File: src/rtl/guess_pkg.sv
// Shared constants and types for the guess input path and the LED display driver.
package guess_pkg;

  // Width of the slide-switch / one-hot bus.
  localparam int SW_W  = 16;
  // Width of an encoded guess value.
  localparam int VAL_W = 4;
  // Popcount of a 16-bit bus needs 5 bits (0..16).
  localparam int POP_W = 5;

  typedef enum logic {
    IDLE = 1'b0,
    HELD = 1'b1
  } guess_state_t;

endpackage : guess_pkg

File: src/rtl/onehot16_encoder.sv
// Combinational one-hot to index encoder with zero / one-hot / multi-hot flags.
// For a multi-hot input the index reports the highest set bit; callers are
// expected to qualify index with is_onehot.
module onehot16_encoder
  import guess_pkg::*;
(
  input  logic [15:0] code,
  output logic [3:0]  index,
  output logic        is_zero,
  output logic        is_onehot,
  output logic        is_multi
);

  logic [POP_W-1:0] popcnt;

  // Scan every bit once: accumulate the popcount and remember the set position.
  always_comb begin
    // NOTE: every output of a combinational block gets a default first so no path
    // leaves it unassigned, which would otherwise infer a latch.
    index  = '0;
    popcnt = '0;
    for (int i = 0; i < SW_W; i++) begin
      if (code[i]) begin
        index  = VAL_W'(i);
        popcnt = popcnt + POP_W'(1);
      end
    end
  end

  // Only the "none", "exactly one" and "two or more" classes are consumed.
  always_comb begin
    is_zero   = (popcnt == POP_W'(0));
    is_onehot = (popcnt == POP_W'(1));
    is_multi  = (popcnt >= POP_W'(2));
  end

endmodule : onehot16_encoder

File: src/rtl/switch_guess_encoder.sv
// Slide switches -> synchronised, debounced, encoded 4-bit guess with a
// one-cycle valid strobe. One event per press; all switches must return to
// zero before the next event can fire.
module switch_guess_encoder
  import guess_pkg::*;
#(
  parameter int DEBOUNCE_CYCLES = 1_000_000
) (
  input  logic        clk,
  input  logic        rst_n,
  input  logic [15:0] sw,
  output logic [3:0]  guess,
  output logic        guess_valid,
  output logic        multi_err,
  output logic        busy
);

  localparam int               CNT_W    = $clog2(DEBOUNCE_CYCLES) + 1;
  localparam logic [CNT_W-1:0] CNT_LAST = CNT_W'(DEBOUNCE_CYCLES - 1);

  // Synchroniser stages.
  logic [SW_W-1:0] sync1;
  logic [SW_W-1:0] s;

  // Debouncer state.
  logic [SW_W-1:0]  cand;
  logic [SW_W-1:0]  stable;
  logic [CNT_W-1:0] cnt;
  logic [CNT_W-1:0] hold_len;
  logic             accept;

  // Encoder results on the debounced bus.
  logic [VAL_W-1:0] enc_index;
  logic             enc_zero;
  logic             enc_onehot;
  logic             enc_multi;

  // FSM and registered outputs.
  guess_state_t     state;
  guess_state_t     state_n;
  logic [VAL_W-1:0] guess_n;
  logic             guess_valid_n;
  logic             multi_err_n;

  // Two-flop synchroniser per switch bit.
  always_ff @(posedge clk or negedge rst_n) begin
    if (!rst_n) begin
      sync1 <= '0;
      s     <= '0;
    end else begin
      // NOTE: sequential state uses non-blocking assignments so every flop
      // samples pre-edge values; blocking here would collapse the two stages.
      sync1 <= sw;
      s     <= sync1;
    end
  end

  // hold_len is the number of edges, minus one, that s has shown the same value
  // including this one. The edge that first sees a new value counts as the
  // first, so a value is accepted on its DEBOUNCE_CYCLES-th consecutive edge.
  always_comb begin
    hold_len = (s != cand) ? '0 : cnt + CNT_W'(1);
    accept   = (s != stable) && (hold_len == CNT_LAST);
  end

  // Debouncer: any change in s restarts the run; a run equal to stable idles.
  always_ff @(posedge clk or negedge rst_n) begin
    if (!rst_n) begin
      cand   <= '0;
      stable <= '0;
      cnt    <= '0;
    end else begin
      if (s != cand) begin
        cand <= s;
      end
      if (accept) begin
        stable <= s;
        cnt    <= '0;
      end else if (s == stable) begin
        cnt <= '0;
      end else begin
        cnt <= hold_len;
      end
    end
  end

  onehot16_encoder u_enc (
    .code      (stable),
    .index     (enc_index),
    .is_zero   (enc_zero),
    .is_onehot (enc_onehot),
    .is_multi  (enc_multi)
  );

  // State and output registers.
  always_ff @(posedge clk or negedge rst_n) begin
    if (!rst_n) begin
      state       <= IDLE;
      guess       <= '0;
      guess_valid <= 1'b0;
      multi_err   <= 1'b0;
    end else begin
      state       <= state_n;
      guess       <= guess_n;
      guess_valid <= guess_valid_n;
      multi_err   <= multi_err_n;
    end
  end

  // Next-state logic: fire once on leaving zero, ignore everything until release.
  always_comb begin
    state_n       = state;
    guess_n       = guess;
    guess_valid_n = 1'b0;
    multi_err_n   = multi_err;
    unique case (state)
      IDLE: begin
        if (enc_onehot) begin
          guess_n       = enc_index;
          guess_valid_n = 1'b1;
          state_n       = HELD;
        end else if (enc_multi) begin
          multi_err_n = 1'b1;
          state_n     = HELD;
        end
      end
      HELD: begin
        if (enc_zero) begin
          multi_err_n = 1'b0;
          state_n     = IDLE;
        end
      end
      default: state_n = IDLE;
    endcase
  end

  // busy follows the state register directly so reset clears it immediately.
  always_comb begin
    busy = (state == HELD);
  end

endmodule : switch_guess_encoder

File: config.mk
export PLATFORM = sky130hd
export DESIGN_NAME = switch_guess_encoder
export DESIGN_NICKNAME = d
export VERILOG_FILES = /design/src/rtl/guess_pkg.sv /design/src/rtl/onehot16_encoder.sv /design/src/rtl/switch_guess_encoder.sv
export SDC_FILE = /design/constraint.sdc
export NUM_CORES = 1
export LEC_CHECK = 0
export BUFFER_PORTS_ARGS = -buffer_cell sky130_fd_sc_hd__buf_2
export CAP_MARGIN = 30
export CORE_MARGIN = 2
export CORE_UTILIZATION = 43
export CTS_CLUSTER_DIAMETER = 80
export CTS_CLUSTER_SIZE = 14
export DETAILED_ROUTE_END_ITERATION = 8
export HOLD_SLACK_MARGIN = 0.06
export PLACE_DENSITY = 0.59
export SETUP_SLACK_MARGIN = 0.15
export SLEW_MARGIN = 20
export SYNTH_ARGS = -nofsm -noshare
export SYNTH_HDL_FRONTEND = slang
export SYNTH_SLANG_ARGS = --single-unit
File: constraint.sdc
create_clock -name clk -period 13 [get_ports clk]
set_input_delay 1.95 -clock clk [delete_from_list [all_inputs] [get_ports clk]]
set_output_delay 1.95 -clock clk [all_outputs]
set_load 0.01 [all_outputs]
# Word-level counts from Yosys, hierarchy flattened
# Index checks and enable logic that the tools add are counted.
[op_classes] reduce_logical=4 mux=44 order_cmp=1 addsub=16 bitwise=1 n_eq_ne=8
[op_table] operator="$mux W5" n=15
[op_table] operator="$add A5 B1 Y5 const B" n=14
[op_table] operator="$mux W21" n=3
[op_table] operator="$mux W4" n=8
[op_table] operator="$ne A16 B16 Y1" n=2
[op_table] operator="$add A21 B1 Y21 const B" n=1
[op_table] operator="$eq A21 B20 Y1 const B" n=1
[op_table] operator="$eq A16 B16 Y1" n=1
[op_table] operator="$mux W3" n=4
[op_table] operator="$mux W1" n=10
[op_table] operator="$ne A2 B2 Y1 const B" n=3
[op_table] operator="$eq A5 B1 Y1 const B" n=1
[op_table] operator="$ge A5 B2 Y1 const B" n=1
[op_table] operator="$logic_not A5 Y1" n=1
[op_table] operator="$mux W2" n=2
[op_table] operator="$pmux W1 S2" n=2
[op_table] operator="$reduce_and A3 Y1" n=1
[op_table] operator="$add A1 B1 Y2 const B" n=1
[op_table] operator="$reduce_and A2 Y1" n=1
[op_table] operator="$logic_and A1 B1 Y1" n=1
[op_table] operator="$not A1 Y1" n=1
[totals] wordCells=83 ff_bits=92 out_inout_bits=7 inputBits=18

# Depth between registers and ports, before layout
[logic_depth] depth_word=35 mapped_depth=50 ltp_nobuf=50

# Cells and area by module
# From an unflattened synthesis, not the netlist that was laid out.
[unflattened] hier_cells=531 area_unflattened_um2=5560.3
[by_module_without_submodules] module="switch_guess_encoder" instances=1 seq_area_each_um2=2302.2 area_per_inst_um2=3836.2 cells_per_inst=301
[by_module_without_submodules] module="onehot16_encoder" instances=1 seq_area_each_um2=0.0 area_per_inst_um2=1724.2 cells_per_inst=230

# Least setup slack after synthesis
# Ideal clock, no wire load.
[synth_timing] path_type="reg2reg" start="register stable[0]" end="register guess[0]" t_arrival_ns=9.391 path_stages_with_launch=49 required_time_ns=12.875 synth_period_minus_slack_ns=9.516 path_buffers=0 setup_time_ns=0.125 path_slack_ns=3.484 cell_sequence="dfrtp_1 inv_1 ha_1 xnor2_2 inv_1 ha_1 nand2_1 o21ai_0 ha_1 mux2_2 ha_1 inv_1 a22o_1 nand2_1 ha_1 nand2b_1 o21a_1 ha_1 (+13 left out) nand2_1 o21ai_0 a31o_2 ha_1 mux2i_1 inv_1 ha_1 a21oi_1 inv_1 ha_1 nand2_1 xor3_1 o2111a_1 nand2_1 xnor3_1 xor2_1 nor4b_4 mux2_2"
[synth_via] elab_chain_cells=33
[synth_rtl] item="start, declared" line_no="switch_guess_encoder.sv:27" text="logic [SW_W-1:0] stable;"
[synth_rtl] item="start signal, assigned" line_no="switch_guess_encoder.sv:77" text="stable <= s;"
[synth_rtl] item="$mux W1 (*)" line_no="onehot16_encoder.sv:23" text="if (code[i]) begin"
[synth_rtl] item="$add A1 B1 Y2" line_no="onehot16_encoder.sv:25" text="popcnt = popcnt + POP_W'(1);"
[synth_rtl] item="$mux W5 (*)" line_no="onehot16_encoder.sv:23"
[synth_rtl] item="$add A5 B1 Y5" line_no="onehot16_encoder.sv:25"
[synth_rtl] item="$mux W5 (*)" line_no="onehot16_encoder.sv:23"
[synth_rtl] item="$add A5 B1 Y5" line_no="onehot16_encoder.sv:25"
[synth_rtl] item="$mux W5 (*)" line_no="onehot16_encoder.sv:23"
[synth_rtl] item="$add A5 B1 Y5" line_no="onehot16_encoder.sv:25"
[synth_rtl] item="(+17 left out)"
[synth_rtl] item="$add A5 B1 Y5" line_no="onehot16_encoder.sv:25"
[synth_rtl] item="$mux W5 (*)" line_no="onehot16_encoder.sv:23"
[synth_rtl] item="$add A5 B1 Y5" line_no="onehot16_encoder.sv:25"
[synth_rtl] item="$mux W5 (*)" line_no="onehot16_encoder.sv:23"
[synth_rtl] item="$add A5 B1 Y5" line_no="onehot16_encoder.sv:25"
[synth_rtl] item="$mux W5 (*)" line_no="onehot16_encoder.sv:23"
[synth_rtl] item="$eq A5 B1 Y1 (*)" line_no="onehot16_encoder.sv:33" text="is_onehot = (popcnt == POP_W'(1));"
[synth_rtl] item="$reduce_and A2 Y1 (no source line) (*)"
[synth_rtl] item="end signal, assigned" line_no="switch_guess_encoder.sv:104" text="guess <= guess_n;"
[synth_rtl] item="end, declared" line_no="switch_guess_encoder.sv:12" text="output logic [3:0] guess,"
# Every way passes the cells marked *; elsewhere a longest branch is shown, timed or not.
# A chain may end at the register's enable or synchronous reset.

# Worst setup path in the final report
[layout_timing] start="register stable[1]" end="register guess[1]"
[layout_via] elab_chain_cells=31
[layout_rtl] item="$mux W5 (*)" line_no="onehot16_encoder.sv:23"
[layout_rtl] item="$add A5 B1 Y5" line_no="onehot16_encoder.sv:25"
[layout_rtl] item="$mux W5 (*)" line_no="onehot16_encoder.sv:23"
[layout_rtl] item="$add A5 B1 Y5" line_no="onehot16_encoder.sv:25"
[layout_rtl] item="$mux W5 (*)" line_no="onehot16_encoder.sv:23"
[layout_rtl] item="$add A5 B1 Y5" line_no="onehot16_encoder.sv:25"
[layout_rtl] item="$mux W5 (*)" line_no="onehot16_encoder.sv:23"
[layout_rtl] item="$add A5 B1 Y5" line_no="onehot16_encoder.sv:25"
[layout_rtl] item="(+15 left out)"
[layout_rtl] item="$add A5 B1 Y5" line_no="onehot16_encoder.sv:25"
[layout_rtl] item="$mux W5 (*)" line_no="onehot16_encoder.sv:23"
[layout_rtl] item="$add A5 B1 Y5" line_no="onehot16_encoder.sv:25"
[layout_rtl] item="$mux W5 (*)" line_no="onehot16_encoder.sv:23"
[layout_rtl] item="$add A5 B1 Y5" line_no="onehot16_encoder.sv:25"
[layout_rtl] item="$mux W5 (*)" line_no="onehot16_encoder.sv:23"
[layout_rtl] item="$eq A5 B1 Y1 (*)" line_no="onehot16_encoder.sv:33"
[layout_rtl] item="$reduce_and A2 Y1 (no source line) (*)"
# Marked as above.

==> summary.txt <==
Starting density of the core - 0.441
Total area of multi-input combinational cells - 0.00280 sq mm
Worst slew pin tran - 837 ps
Category of the most critical setup path - reg -> reg
Yosys warning total - 0
Design Power - 0.600 mW
Top area cells in the synthesized netlist - sky130_fd_sc_hd__dfrtp_1, sky130_fd_sc_hd__xnor2_1, sky130_fd_sc_hd__xor2_1
Syn nets - 555
Register clock-pin slew on the reported worst setup and hold paths - 60 ps
Hold-fix buffers at CTS - 0
Number of max-slew violations in the final report - 0
Worst voltage drop across the vdd grid - 73.3 uV
Net count, final - 557
Max-cap violations - 0
Cell count after synthesis - 521
Compound-gate portion of the synthesized area - 0.0817
Setup skew after layout - 11.8 ps
CTS tree - built
Most common cell on crit path - sky130_fd_sc_hd__ha_1
Sum of overflow across all layers after global routing - 0
Share of the yosys chip area belonging to registers - 0.434
Average size of a mapped cell - 10.2 sq um
Post-CTS Repair Setup Buffers - 0
Cell variety after synth - 57
Final ANT Viol Nets - 0
Post-synthesis share of cell area spent on and, or, nand and nor gates - 0.167
Number of vias in the routed layout - 3599
Unrepaired setup endpoints after global routing - no
Parity-gate share of the synthesized area counting xor and xnor cells - 0.200
Die footprint - 0.0132 sq mm
Most repeated cell in the gate-level netlist after synthesis - sky130_fd_sc_hd__dfrtp_1
Final sum of negative setup slack - 0 ps
Detailed Routing Iterations Pass 1 - 4
Remaining routing DRC violations - 0
Share of async-settable or async-resettable flops after synthesis - 1.00
Final period demand of the worst path - 10410 ps
Result of the run - finished, final reports clean
Number of top-level design ports - 25
Number of buffers created by CTS - 9
Area share of the largest cell type after synthesis - 0.434
Vias in the first global route - 3553
Signed area change from the synthesized netlist to the final layout - 9.73%
Power per cell area - 103 mW/mm^2
Standard-cell rows - 40
Critical Path Sink Type - register
Wire length of the first global-routing pass - 17100 microns
Flip-flop cell with the highest count after synthesis - sky130_fd_sc_hd__dfrtp_1
Startpoint type of the worst setup path - register
Worst min path class - reg -> reg
Combined flip-flop and latch cell area - 0.00230 sq mm
Diodes inserted - 0
Cell type with the highest aggregate area in the netlist - sky130_fd_sc_hd__dfrtp_1
Smallest hold slack - 347 ps
Antenna violations before repair - 0
Per-cell via count in the routed design - 5.33
P_leak - 2.63 nW
Placed cell areas - 0.00548 sq mm
Synth cell count leaders - sky130_fd_sc_hd__dfrtp_1, sky130_fd_sc_hd__nand2_1, sky130_fd_sc_hd__xnor2_1, sky130_fd_sc_hd__nor2_1, sky130_fd_sc_hd__xor2_1
Data required time of the critical path - 13220 ps
Layout cell share with drive strength beyond 1 - 0.129
H-tree level count - 3
Global-route usage over all layers - 0.163
Synthesis-stage register bit count - 92
Final-report hold violation count - 0
Post-synthesis instance area - 0.00530 sq mm
Final count of negative-setup-slack endpoints - 0
Post-route design area - 0.00581 sq mm
Violation count after the first detailed-route iteration - 161
Master cell of the clock root buffer - sky130_fd_sc_hd__clkbuf_16
Final HPWL from detailed placement - 7380 microns
Final period utilization - 0.800
Post-cts resize count - 0
Placeable core region - 0.0120 sq mm
Combinational family with the most area after synthesis - XOR/XNOR gates
Portion of netlist area occupied by mux cells - 0.0413
Later-pin clock latency in the skew report - 340 ps
Die height - 115 microns
Die width - 115 microns
Max stage delay on crit path - 470 ps
Fmax - 0.0961 GHz
Post-synth EDFFs - 0
Number of cells on the worst hold path - 0
CTS Buffer Depth - 2
Adder and majority gate portion of the synthesized area - 0.0378
Register-to-register setup slack - 2590 ps
Routed wirelength normalized by instance count - 14.9 microns
DRT Wirelength - 10000 microns
Buffers on Ports - 24
Worst slew margin relative to its limit - 0.442
Fillers - 1089
Crit path arrival time - 10630 ps
Total clock sinks - 92
Gpl congestion - 0.788
Largest net degree at the start of global routing - 56
Critical-path top delay cell - sky130_fd_sc_hd__xor3_1
Crit Path Max Fanout - 5
R2R depth - 48
-- path summary, 6_finish.rpt --
kind,startpoint,end
max reg2reg,stable[1],guess[1]
max,stable[1],guess[1]
max in group asynchronous,rst_n,multi_err
min,sync1[9],s[9]
min in group asynchronous,rst_n,sync1[0]
min reg2reg,sync1[9],s[9]
-- per-stage QoR --
| stage | std cells | setup WS, ps | util |
|---|---|---|---|
| 6_report | 675 | 2590 | 0.484 |
| 3_3_place_gp | 658 | 3060 | 0.456 |
| 3_5_place_dp | 658 | 2620 | 0.456 |
| 4_1_cts | 674 | 2610 | 0.484 |
| 5_1_grt | 675 | 1720 | 0.484 |
| 2_1_floorplan | 521 | 3480 | - |
-- where the power goes --
part / switching, mW / total, mW / internal [mW]
Clock: 0.110 / 0.286 / 0.176
Combinational: 0.00865 / 0.0152 / 0.00652
Sequential: 0.00567 / 0.299 / 0.294
-- critical path: cells and delay by family (launching register included) --
family	cells	cell delay, ps
multiplexers	4	1230
flip-flops	1	380
XOR/XNOR	4	1140
AND/OR/NAND/NOR	11	1430
adder cells (fa/ha/maj)	13	3800
buffers and inverters	6	510
AO/OA/AOI/OAI	10	1800
-- layout by cell type, fill, tap and decap left out, drive strengths merged, types with 3 or more instances in the layout --
cell type / synthesis / layout
nand2b: 4 / 4
and3: 7 / 7
nor4: 9 / 9
nand4b: 3 / 3
a31oi: 4 / 4
inv: 17 / 20
mux2: 15 / 15
dfrtp: 92 / 92
o211ai: 3 / 3
a21oi: 11 / 11
nand4: 10 / 10
xor2: 35 / 35
o21ai: 22 / 22
xnor2: 52 / 52
clkbuf: 32 / 11
ha: 16 / 16
buf: 3 / 25
mux2i: 5 / 5
nand3: 21 / 21
or4: 5 / 5
nand3b: 5 / 5
o22ai: 4 / 4
or2: 3 / 3
xnor3: 8 / 8
nor3: 7 / 7
nand2: 49 / 49
xor3: 3 / 3
nor2: 43 / 43
-- metal layers --
metal / vias up / GRT usage / share of wire
met5: - / 0 / 0
met4: 0 / 0.0618 / 0.021
met3: 16 / 0.0306 / 0.025
met2: 47 / 0.255 / 0.46
met1: 1739 / 0.225 / 0.49
li1: 1797 / - / -
-- flip-flops by register name, summed over array words and instances, names as in the netlist --
| name | cells |
|---|---|
| cand | 16 |
| guess | 4 |
| busy | 1 |
| cnt | 21 |
| sync1 | 16 |
| s | 16 |
| stable | 16 |
| guess_valid | 1 |
| multi_err | 1 |
-- layout make-up --
cell class                      instances  share of cell area
Inverter                               17              0.0110
Timing Repair Buffer                   26              0.0232
Tap cell                              147              0.0316
Multi-Input combinational cell        377               0.481
Clock inverter                          6              0.0161
Sequential cell                        92               0.396
Clock buffer                           10              0.0411
-- kinds of logic (layout without fill, tap and decap cells) --
| kind of cell | Yosys count | in the layout |
|---|---|---|
| and+or+nand+nor | 176 | 176 |
| xor gates and xnor gates | 98 | 98 |
| DFF | 92 | 92 |
| AOI/OAI and AO/OA | 67 | 67 |
| buffers and inverters | 52 | 59 |
| muxes | 20 | 20 |
| adders and majority gates | 16 | 16 |
(Power assumes the default switching activity.)
